--- src/rtl/pacote_izero.sv ---
// pacote_izero: constants shared across the iZero datapath and control unit
package pacote_izero;
    localparam int LARGURA_DADO = 32;
    localparam logic [3:0] OPCODE_OUT = 4'hE;
endpackage

--- src/rtl/fifo_circular.sv ---
// fifo_circular: circular buffer with read/write pointers and an occupancy counter
module fifo_circular #(
    parameter int LARGURA = 32,
    parameter int PROFUNDIDADE = 4,
    localparam int PW = $clog2(PROFUNDIDADE)
) (
    input  logic               clock,
    input  logic               reset,
    input  logic               push,
    input  logic               pop,
    input  logic [LARGURA-1:0] dado_entrada,
    output logic [LARGURA-1:0] dado_saida,
    output logic [PW:0]        contagem,
    output logic               vazio,
    output logic               cheio
);
    logic [LARGURA-1:0] mem [PROFUNDIDADE];
    logic [PW-1:0] ptr_leitura, ptr_escrita;
    assign vazio = contagem == '0;
    assign cheio = contagem == (PW+1)'(PROFUNDIDADE);
    assign dado_saida = mem[ptr_leitura];
    // Power-of-two depth lets pointers wrap by natural overflow
    always_ff @(posedge clock) begin
        if (reset) begin
            ptr_leitura <= '0;
            ptr_escrita <= '0;
            contagem <= '0;
        end else begin
            if (push) ptr_escrita <= ptr_escrita + 1'b1;
            if (pop) ptr_leitura <= ptr_leitura + 1'b1;
            contagem <= contagem + {{PW{1'b0}}, push} - {{PW{1'b0}}, pop};
        end
    end
    always_ff @(posedge clock) begin
        if (push) mem[ptr_escrita] <= dado_entrada;
    end
endmodule

--- src/rtl/controlador_saida_dados.sv ---
// controlador_saida_dados: OUT-instruction FIFO feeding an external peripheral
// over a valid/accept handshake, with stall and sticky overflow flag.
module controlador_saida_dados
    import pacote_izero::*;
#(
    parameter int LARGURA = LARGURA_DADO,
    parameter int PROFUNDIDADE = 4,
    localparam int PW = $clog2(PROFUNDIDADE)
) (
    input  logic               clock,
    input  logic               reset,
    input  logic               ctrl_saida,
    input  logic [LARGURA-1:0] dado_br,
    output logic               ocupado,
    output logic               saida_valida,
    output logic [LARGURA-1:0] saida_dado,
    input  logic               saida_aceita,
    output logic [PW:0]        contagem,
    output logic               erro_estouro
);
    logic vazio, cheio, push, pop;
    logic [LARGURA-1:0] dado_fifo;
    // Admission depends only on fullness, even if a pop frees a slot this cycle
    assign push = ctrl_saida && !cheio;
    assign pop = saida_aceita && !vazio;
    assign ocupado = cheio;
    assign saida_valida = !vazio;
    assign saida_dado = vazio ? '0 : dado_fifo;
    fifo_circular #(.LARGURA(LARGURA), .PROFUNDIDADE(PROFUNDIDADE)) u_fifo (
        .clock(clock),
        .reset(reset),
        .push(push),
        .pop(pop),
        .dado_entrada(dado_br),
        .dado_saida(dado_fifo),
        .contagem(contagem),
        .vazio(vazio),
        .cheio(cheio)
    );
    always_ff @(posedge clock) begin
        if (reset) erro_estouro <= 1'b0;
        else if (ctrl_saida && cheio) erro_estouro <= 1'b1;
    end
endmodule

--- config.mk ---
export PLATFORM = sky130hd
export DESIGN_NAME = controlador_saida_dados
export DESIGN_NICKNAME = d
export VERILOG_FILES = /design/src/rtl/pacote_izero.sv /design/src/rtl/fifo_circular.sv /design/src/rtl/controlador_saida_dados.sv
export SDC_FILE = /design/constraint.sdc
export NUM_CORES = 1
export LEC_CHECK = 0
export ABC_AREA = 1
export ABC_CLOCK_PERIOD_IN_PS = 2400
export CORE_MARGIN = 2
export CORE_UTILIZATION = 36
export CTS_CLUSTER_SIZE = 16
export DETAILED_ROUTE_END_ITERATION = 8
export GPL_ROUTABILITY_DRIVEN = 0
export PLACE_DENSITY_LB_ADDON = 0.1
export SLEW_MARGIN = 15
export SYNTH_ARGS = -nofsm -noshare
export SYNTH_HDL_FRONTEND = slang
export SYNTH_HIERARCHICAL = 1
export SYNTH_SLANG_ARGS = --single-unit
export TNS_END_PERCENT = 20
--- constraint.sdc ---
create_clock -name clock -period 2.4 [get_ports clock]
set_clock_uncertainty 0.05 [all_clocks]
set_input_delay 0.48 -clock clock [delete_from_list [all_inputs] [get_ports clock]]
set_output_delay 0.48 -clock clock [all_outputs]
set_load 0.005 [all_outputs]
**Word-level counts from Yosys, hierarchy flattened**

Memory sizes are Yosys's and may differ from the RTL's. A register that Yosys moved wholly into a read port is not among the register bits.
Index checks and enable logic that the tools add are counted.

- Memory bits (writable): 128
- Memories kept: 1
- Logic and storage cells: 21
- Input port bits: 36
- Flip-flop bits (word level): 8

Memory list:

| name | depth | width | rd ports | clocked after memory_dff | wr ports | RTL line | source |
|---|---|---|---|---|---|---|---|
| u_fifo.mem | 4 | 32 | 1 | 1 | 1 | fifo_circular.sv:17 | `logic [LARGURA-1:0] mem [PROFUNDIDADE];` |

- Reductions and logical operators: 6
- Multiplexer cells: 5
- Add/sub/neg operators: 4
- Equality and inequality tests: 1

Operator list:

| cell | count |
|---|---|
| $mux 32 | 1 |
| $add 2x1->2 const B | 2 |
| $mux 2 | 2 |
| $add 3x1->3 | 1 |
| $eq 3x3->1 const B | 1 |
| $logic_and 1x1->1 | 3 |
| $logic_not 3->1 | 1 |
| $sub 3x1->3 | 1 |
| $logic_not 1->1 | 2 |
| $mux 1 | 2 |

**Depth between registers and ports, before layout**

Gate-level depths: netlist of the first run.

- Depth in word-level cells: 5
- Depth in mapped cells: 12

**By module**

Netlist of the first run, hierarchy kept.

Modules (own cells, without submodules):

| module | area each (sq um) | times used | seq. area each (sq um) | cells each |
|---|---|---|---|---|
| fifo_circular | 5,501.5 | 1 | 4,023.9 | 428 |
| controlador_saida_dados | 341.6 | 1 | 20.0 | 77 |

**Worst setup path after synthesis of the first run**

OpenSTA, ideal clock, no wires.

- Kind: reg-to-reg
- Start: reg u_fifo.contagem[1]
- End: reg u_fifo.contagem[2]
- Data arrival time: 1.953 ns
- Clock period less this slack: 2.118 ns
- Setup time: 0.115 ns
- Cell stages (with the launch flop): 12
- Slack: 0.282 ns
- Cells stage by stage: dfxtp_1 inv_1 nand2_1 nor2_1 nor2_1 inv_1 ha_1 inv_1 ha_1 fa_1 a21oi_1 nor2_1

- Cells in the longest elaborated chain, start to end: 5

Ends and longest elaborated chain:

| what | RTL line | source |
|---|---|---|
| start, declared | fifo_circular.sv:13 | `output logic [PW:0] contagem,` |
| start signal, assigned | fifo_circular.sv:31 | `contagem <= contagem + {{PW{1'b0}}, push} - {{PW{1'b0}}, pop};` |
| $eq 3x3->1 | fifo_circular.sv:20 | `assign cheio = contagem == (PW+1)'(PROFUNDIDADE);` |
| via ocupado | controlador_saida_dados.sv:14 | `output logic ocupado,` |
| $logic_not 1->1 | controlador_saida_dados.sv:24 | `assign push = ctrl_saida && !cheio;` |
| $logic_and 1x1->1 | controlador_saida_dados.sv:24 |  |
| via push | controlador_saida_dados.sv:21 | `logic vazio, cheio, push, pop;` |
| $add 3x1->3 | fifo_circular.sv:31 |  |
| $sub 3x1->3 | fifo_circular.sv:31 |  |

The timed path passes the listed nets, and every way through them passes these cells.
A chain may end at the register's enable or synchronous reset.

**Worst setup path in the final report of the first run**

- Start: reg u_fifo.contagem[1]
- End: out saida_valida

- Cells in the longest elaborated chain, start to end: 2

Ends and longest elaborated chain:

| what | RTL line | source |
|---|---|---|
| $logic_not 3->1 | fifo_circular.sv:19 | `assign vazio = contagem == '0;` |
| via vazio | controlador_saida_dados.sv:21 |  |
| $logic_not 1->1 | controlador_saida_dados.sv:27 | `assign saida_valida = !vazio;` |
| end, declared | controlador_saida_dados.sv:15 | `output logic saida_valida,` |

The timed path passes the listed nets, and every way through them passes these cells.

==> results of run 1 <==
[worst register-to-register path, cell delays in order (launching register included)]
cell     delay [ns]
dfxtp_1        0.41
inv_1          0.11
nand2_1        0.11
nor2_1         0.08
nor2_1         0.15
inv_1          0.07
ha_1           0.27
inv_1          0.04
ha_1           0.18
fa_1           0.38
a21oi_1        0.13
nor2_1         0.06
[sequential cells by signal (all words and copies together) (netlist names), named ones only]
| name | count |
|---|---|
| u_fifo/contagem | 3 |
| u_fifo/mem | 128 |
| erro_estouro | 1 |
| u_fifo/ptr_leitura | 2 |
| u_fifo/ptr_escrita | 2 |
[stage by stage]
| stage | setup TNS, ns | power, mW | cells |
|---|---|---|---|
| 6_report | 0 | 7.864 | 819 |
| 5_1_grt | -0.06349 | 8.389 | 819 |
| 4_1_cts | -2.004 | 7.976 | 817 |
| 3_5_place_dp | -0.02668 | 5.679 | 786 |
| 3_3_place_gp | 0 | 5.657 | 786 |
| 2_1_floorplan | 0 | 4.473 | 505 |
[power by group]
| part | internal, mW | switching [mW] |
|---|---|---|
| sequential | 2.94 | 0.115 |
| clock | 1.39 | 0.856 |
| combinational | 1.24 | 1.33 |
[cell families after synthesis]
| logic type | synth area share (%) |
|---|---|
| and+or+nand+nor | 7.387 |
| AOI/OAI and AO/OA | 10.54 |
| adders and majority gates | 1.627 |
| DFF | 69.21 |
| buffers and inverters | 11.24 |
[area by class of cell]
cell class | instances | area [um2] | share of cell area (%)
inverters | 115 | 431.7 | 5.732
multi-input cells | 227 | 1182 | 15.70
clock inverters | 6 | 51.30 | 0.6812
flip-flops and latches | 138 | 4049 | 53.76
well taps | 216 | 270.3 | 3.589
clock buffers | 23 | 447.9 | 5.948
repair buffers | 94 | 1099 | 14.59
[what timing repair did]
item | 4_1_cts | 5_1_grt
endpoints found under the setup margin | 33 | 18
pin swaps | 0 | 1
hold endpoints to repair | 0 | 0
buffers inserted | 1 | 1
hold buffers | 0 | 0
gates cloned | 1 | 1
resized for setup | 24 | 28
[worst max-delay path by stage]
stage	startpoint	to	slack, ns	cells past startpoint
6_report	u_fifo/contagem[1]$_SDFF_PP0_	saida_valida	0.08	4
5_1_grt	u_fifo/contagem[1]$_SDFF_PP0_	saida_valida	-0.06	4
3_3_place_gp	ctrl_saida	u_fifo/contagem[2]$_SDFF_PP0_	0.006	10
2_1_floorplan	u_fifo/contagem[1]$_SDFF_PP0_	u_fifo/contagem[2]$_SDFF_PP0_	0.28	11
3_5_place_dp	ctrl_saida	u_fifo/contagem[2]$_SDFF_PP0_	-0.03	10
4_1_cts	register	saida_dado[10]	-0.14	6
[synthesized netlist by cell type, types with 2 or more instances]
| master | count |
|---|---|
| inv_1 | 115 |
| dfxtp_1 | 10 |
| a21oi_1 | 39 |
| ha_1 | 6 |
| nor2_1 | 36 |
| buf_2 | 9 |
| buf_6 | 11 |
| clkbuf_8 | 3 |
| nand2_1 | 73 |
| edfxtp_1 | 128 |
| nor2_2 | 2 |
| o21ai_1 | 8 |
| o21ai_0 | 28 |
| o211ai_1 | 32 |
| buf_4 | 2 |
[metal layers]
metal	track usage (%)	vias to the layer above	share of wire [%]
li1	-	1841	-
met1	17.55	1736	47
met2	22.16	59	48
met3	3.742	14	3.0
met4	5.978	0	1.7
met5	0	-	0
==> run summary, run 1 <==
status = finished, final reports clean
register area share after synthesis = 69.21%
Cells after Synth = 505
Port Buffer Count = 73
Die W = 131.4 um
post-DR wirelength/cell = 14.16 um
site row count = 46
Post-synth EDFFs = 128
R2R Path End = u_fifo/contagem[2]$_SDFF_PP0_
Ports = 74
first-pass GRT wire length = 18,240 um
CP Buf/Inv Count = 3
Detailed Route Iter0 Violations = 197
Final Cell Area = 7531 um2
DRT antenna net count = 0
R2R depth = 11
Place WS = -0.02668 ns
Synth area leaders = edfxtp_1 66%, inv_1 7.4%, nand2_1 4.7%, o211ai_1 4.1%, dfxtp_1 3.4%
CORE AREA = 15,890 um2
final WL = 11,600 um
most frequent cells in the layout = 128 x edfxtp_1, 111 x inv_1, 73 x nand2_1
unrepaired setup endpoints after global routing = yes
Relative slew margins = 78.17%
Worst Min Path Start = erro_estouro$_SDFFE_PP0P_
min cycle time layout = 2.325 ns
Worst setup SP type = register
number of synthesized register bits = 138
Pwr Density = 1044 nW/um2
Fmax achieved = 0.4302 GHz
Final WS setup = 0.07547 ns
worst reg2reg startpoint = u_fifo/contagem[1]$_SDFF_PP0_
CTS tree = done
Syn Nets = 548
die area = 17,270 um2
largest area contributor in the netlist = edfxtp_1
total CTS buffers = 17
largest net degree at the start of global routing = 63
Crit Path Class = register to primary output
Worst EP arrival = 1.79 ns
Leak = 3.221 nW
class of the worst hold path = register to register
Synth cell types = 18
VDD IR max = 502.2 uV
H-tree Lvls = 4
initial antenna violation count = 0
CTS clk-pin slew, worst paths = 0.05 ns
vias per cell = 4.457
syn avg cell area = 11.57 um2
CTS Root Cell = clkbuf_16
number of fillers in the final layout = 1,514
Critical Path End Type = primary output
Hold Path Depth = 2
CP delay by family, top = buffers and inverters
Clk Latency, worst-skew pair = 0.41 ns
commonest register cell after synthesis = edfxtp_1
DP Area = 6857 um2
share of cells above drive strength 1 = 9.619%
endpoints failing setup = 0
TritonRoute pass-1 iters = 4
max-slew violations = 0
CP required = 1.87 ns
top-area cell type share of the netlist area = 65.78%
maximum fanout along the worst path = 16
Clock Tree Buf Depth = 2
Slowest cell on crit path = clkdlybuf4s50_1
Die Ht = 131.4 um
Initial Util = 36.78%
max incr delay on CP = 0.43 ns
Post-Syn Area = 5843 um2
CP cell instances = nor3_4 > buf_12 > inv_1 > clkdlybuf4s50_1
Max-Cap Viols = 0
hold worst-path end = erro_estouro$_SDFFE_PP0P_
Final Hold Vio Count = 0
dpl hpwl = 6880 um
Fin Hold WS = 0.3969 ns
vias post-DR = 3,650
ys async rst share = 0%
# DRC = 0
commonest non-fill, non-tap cell in the layout = edfxtp_1
number of global-route vias before repair = 3,524
Final Cycle Share = 96.86%
Yosys Warn Count = 6
gr usage total = 13.79%
GR Overflow Total = 0
Worst Tran Pin Value = 0.3263 ns
Area growth, synth to finish = 28.89%
ANT cells = 0
# clock sinks = 138
Reg2Reg Setup Slack = 0.26 ns
fin util = 47.41%
Total Nets Final = 636
No activity file was read; power rests on OpenSTA's default activity.
==> inputs of run 2 (changes only) <==
--- a/config.mk
+++ b/config.mk
@@ -12,7 +12,6 @@
 export CTS_CLUSTER_SIZE = 16
 export DETAILED_ROUTE_END_ITERATION = 8
 export GPL_ROUTABILITY_DRIVEN = 0
-export PLACE_DENSITY_LB_ADDON = 0.1
 export SLEW_MARGIN = 15
 export SYNTH_ARGS = -nofsm -noshare
 export SYNTH_HDL_FRONTEND = slang
==> run 2 against run 1 <==
  * Design area fell by 1.4%
  * Die area is the same
  * Largest power group unchanged
  * Hold slack gained 0.0097 ns
  * Routed wire length shrank 5.1%
  * Non-clock buffer count down 2
  * Combinational power decreased by 9.4%
  * Final cell count is 0.12% higher
  * Critical path depth unchanged
  * Sequential share of layout area grew 0.77 points
==> run summary, run 2 (synthesized netlist as in run 1, its figures left out) <==
status = finished, final reports clean
Pwr Density = 1066 nW/um2 (+2.1%)
GR Overflow Total = 0 (unchanged)
Total Nets Final = 634 (-0.31%)
commonest non-fill, non-tap cell in the layout = edfxtp_1
VDD IR max = 554.3 uV (+10%)
max FFs per register = 128 (unchanged)
most frequent cells in the layout = 128 x edfxtp_1, 111 x inv_1, 73 x nand2_1
maximum fanout along the worst path = 21 (+5)
Final Cycle Share = 95.32% (-1.5 points)
post-route setup TNS = 0 ns (unchanged)
total CTS buffers = 17 (unchanged)
R2R Path End = u_fifo/contagem[2]$_SDFF_PP0_
Fin Hold WS = 0.4066 ns (+0.009733 ns)
Leak = 3.039 nW (-5.6%)
Critical Path End Type = primary output
CP startpoint = u_fifo/contagem[1]$_SDFF_PP0_
Area growth, synth to finish = 27.11%
worst reg2reg startpoint = u_fifo/contagem[1]$_SDFF_PP0_
H-tree Lvls = 4 (unchanged)
number of global-route vias before repair = 3,593 (+2.0%)
Clk Latency, worst-skew pair = 0.40 ns (about the same)
number of fillers in the final layout = 1,459 (-3.6%)
CP Buf/Inv Count = 3 (unchanged)
max incr delay on CP = 0.44 ns (about the same)
crit path capture = saida_valida
share of cells above drive strength 1 = 9.603% (-0.016 points)
Initial Util = 36.78% (unchanged)
DP Area = 6864 um2 (+0.11%)
initial antenna violation count = 1 (+1)
Clock Tree Buf Depth = 2 (unchanged)
first-pass GRT wire length = 18,000 um (-1.3%)
vias post-DR = 3,643 (-0.19%)
gr usage total = 13.45% (-0.34 points)
Crit Path Class = register to primary output
CORE AREA = 15,890 um2 (unchanged)
TritonRoute pass-1 iters = 4 (unchanged)
Worst EP arrival = 1.76 ns (-0.03 ns)
vias per cell = 4.443 (-0.31%)
fin util = 46.75% (-0.65 points)
post-DR wirelength/cell = 13.43 um (-5.2%)
max-slew violations = 0 (unchanged)
final WL = 11,010 um (-5.1%)
Final Hold Vio Count = 0 (unchanged)
Final Cell Area = 7427 um2 (-1.4%)
Max-Cap Viols = 0 (unchanged)
Reg with most FFs = u_fifo/mem
endpoints failing setup = 0 (unchanged)
site row count = 46 (unchanged)
# clock sinks = 138 (unchanged)
Pwr Total = 7.919 mW (+0.70%)
largest registers = u_fifo/mem: 128 flops, u_fifo/contagem: 3 flops
largest net degree at the start of global routing = 47 (-25%)
CTS clk-pin slew, worst paths = 0.06 ns (about the same)
ANT cells = 0 (unchanged)
CP cell instances = nor3_4 > buf_6 > inv_1 > clkdlybuf4s50_1
Slowest cell on crit path = clkdlybuf4s50_1
Detailed Route Iter0 Violations = 239 (+21%)
# DRC = 0 (unchanged)
unrepaired setup endpoints after global routing = no
DRT antenna net count = 0 (unchanged)
CTS Root Cell = clkbuf_16
Fmax achieved = 0.4371 GHz (+1.6%)
Relative slew margins = 81.87% (+3.7 points)
dpl hpwl = 6721 um (-2.3%)
min cycle time layout = 2.288 ns (-0.03689 ns)
Die W = 131.4 um (unchanged)
CTS tree = done
Worst setup SP type = register
class of the worst hold path = register to register
Crit. path cell count = 4 (unchanged)
Ports = 74 (unchanged)
Port Buffer Count = 73 (unchanged)
CP required = 1.87 ns (about the same)
R2R depth = 11 (unchanged)
CP delay by family, top = buffers and inverters
Reg2Reg Setup Slack = 0.27 ns (about the same)
Die Ht = 131.4 um (unchanged)
Worst Tran Pin Value = 0.2720 ns (-0.05436 ns)
die area = 17,270 um2 (unchanged)
-- run 2: cell count changes in the layout (fill, tap and decap cells not counted), sizes merged --
cell / change
dlymetal6s2s: -17
dlygate4sd2: +18
buf: -1
clkinv: +4
clkinvlp: +2
clkbuf: -6
clkdlybuf4s15: -1
bufinv: +2
-- run 2: worst reg2reg max path, stage by stage (launching register included) --
cell and delay, ns:
dfxtp_2 0.38, inv_1 0.09, nand2_1 0.10, nor2_1 0.08, nor2_1 0.16, inv_1 0.08
ha_1 0.28, inv_1 0.04, ha_1 0.18, fa_1 0.39, a21oi_1 0.13, nor2_1 0.06
-- run 2: worst min-delay path by stage --
stage                     depth (start not counted)  slack, ns                                from                        end
after global routing                              2       0.44           erro_estouro$_SDFFE_PP0P_  erro_estouro$_SDFFE_PP0P_
after CTS                                         2       0.41           erro_estouro$_SDFFE_PP0P_  erro_estouro$_SDFFE_PP0P_
after floorplan                                   2       0.39  u_fifo/ptr_leitura[1]$_SDFFE_PP0P_                   register
final                                             2       0.41           erro_estouro$_SDFFE_PP0P_  erro_estouro$_SDFFE_PP0P_
after global placement                            2       0.39           erro_estouro$_SDFFE_PP0P_  erro_estouro$_SDFFE_PP0P_
after detailed placement                          2       0.40           erro_estouro$_SDFFE_PP0P_  erro_estouro$_SDFFE_PP0P_
-- run 2: repair_timing --
| item | CTS | global route |
|---|---|---|
| buffers inserted | 1 | 0 |
| pin swaps | 0 | 0 |
| hold buffers | 0 | 0 |
| resized for setup | 34 | 1 |
| gates cloned | 0 | 0 |
| endpoints found under the setup margin | 33 | 2 |
-- run 2: metrics by stage --
step,instances,worst slack [ns]
after floorplan,505,0.2824
after global placement,787,0.02989
after detailed placement,787,-0.05767
after CTS,820,0.02733
after global routing,820,0.01589
final,820,0.1124
-- run 2: layer usage --
metal | vias up | part of all wire, % | track usage (%)
met3 | 11 | 4.9 | 4.938
met5 | - | 0.13 | 0
met1 | 1722 | 46 | 16.64
met4 | 2 | 1.2 | 4.529
li1 | 1843 | - | -
met2 | 65 | 48 | 21.84
-- run 2: cell type report --
class | instances | area [um2] | area share, %
Timing Repair Buffer | 92 | 937.1 | 12.62
Multi-Input combinational cell | 227 | 1154 | 15.53
Clock buffer | 18 | 429.2 | 5.778
Inverter | 115 | 431.7 | 5.812
Clock inverter | 14 | 155.1 | 2.089
Tap cell | 216 | 270.3 | 3.639
Sequential cell | 138 | 4050 | 54.53
-- run 2: power by group --
part	internal, mW	switching, mW
combinational	1.04	1.27
sequential	2.94	0.117
clock	1.62	0.927
total	5.60	2.32
==> inputs of run 3 (changes only) <==
--- a/config.mk
+++ b/config.mk
@@ -12,7 +12,6 @@
 export CTS_CLUSTER_SIZE = 16
 export DETAILED_ROUTE_END_ITERATION = 8
 export GPL_ROUTABILITY_DRIVEN = 0
-export SLEW_MARGIN = 15
 export SYNTH_ARGS = -nofsm -noshare
 export SYNTH_HDL_FRONTEND = slang
 export SYNTH_HIERARCHICAL = 1
==> results of run 3 <==
No change in the layout: final DEF, timing and power equal those of run 2.
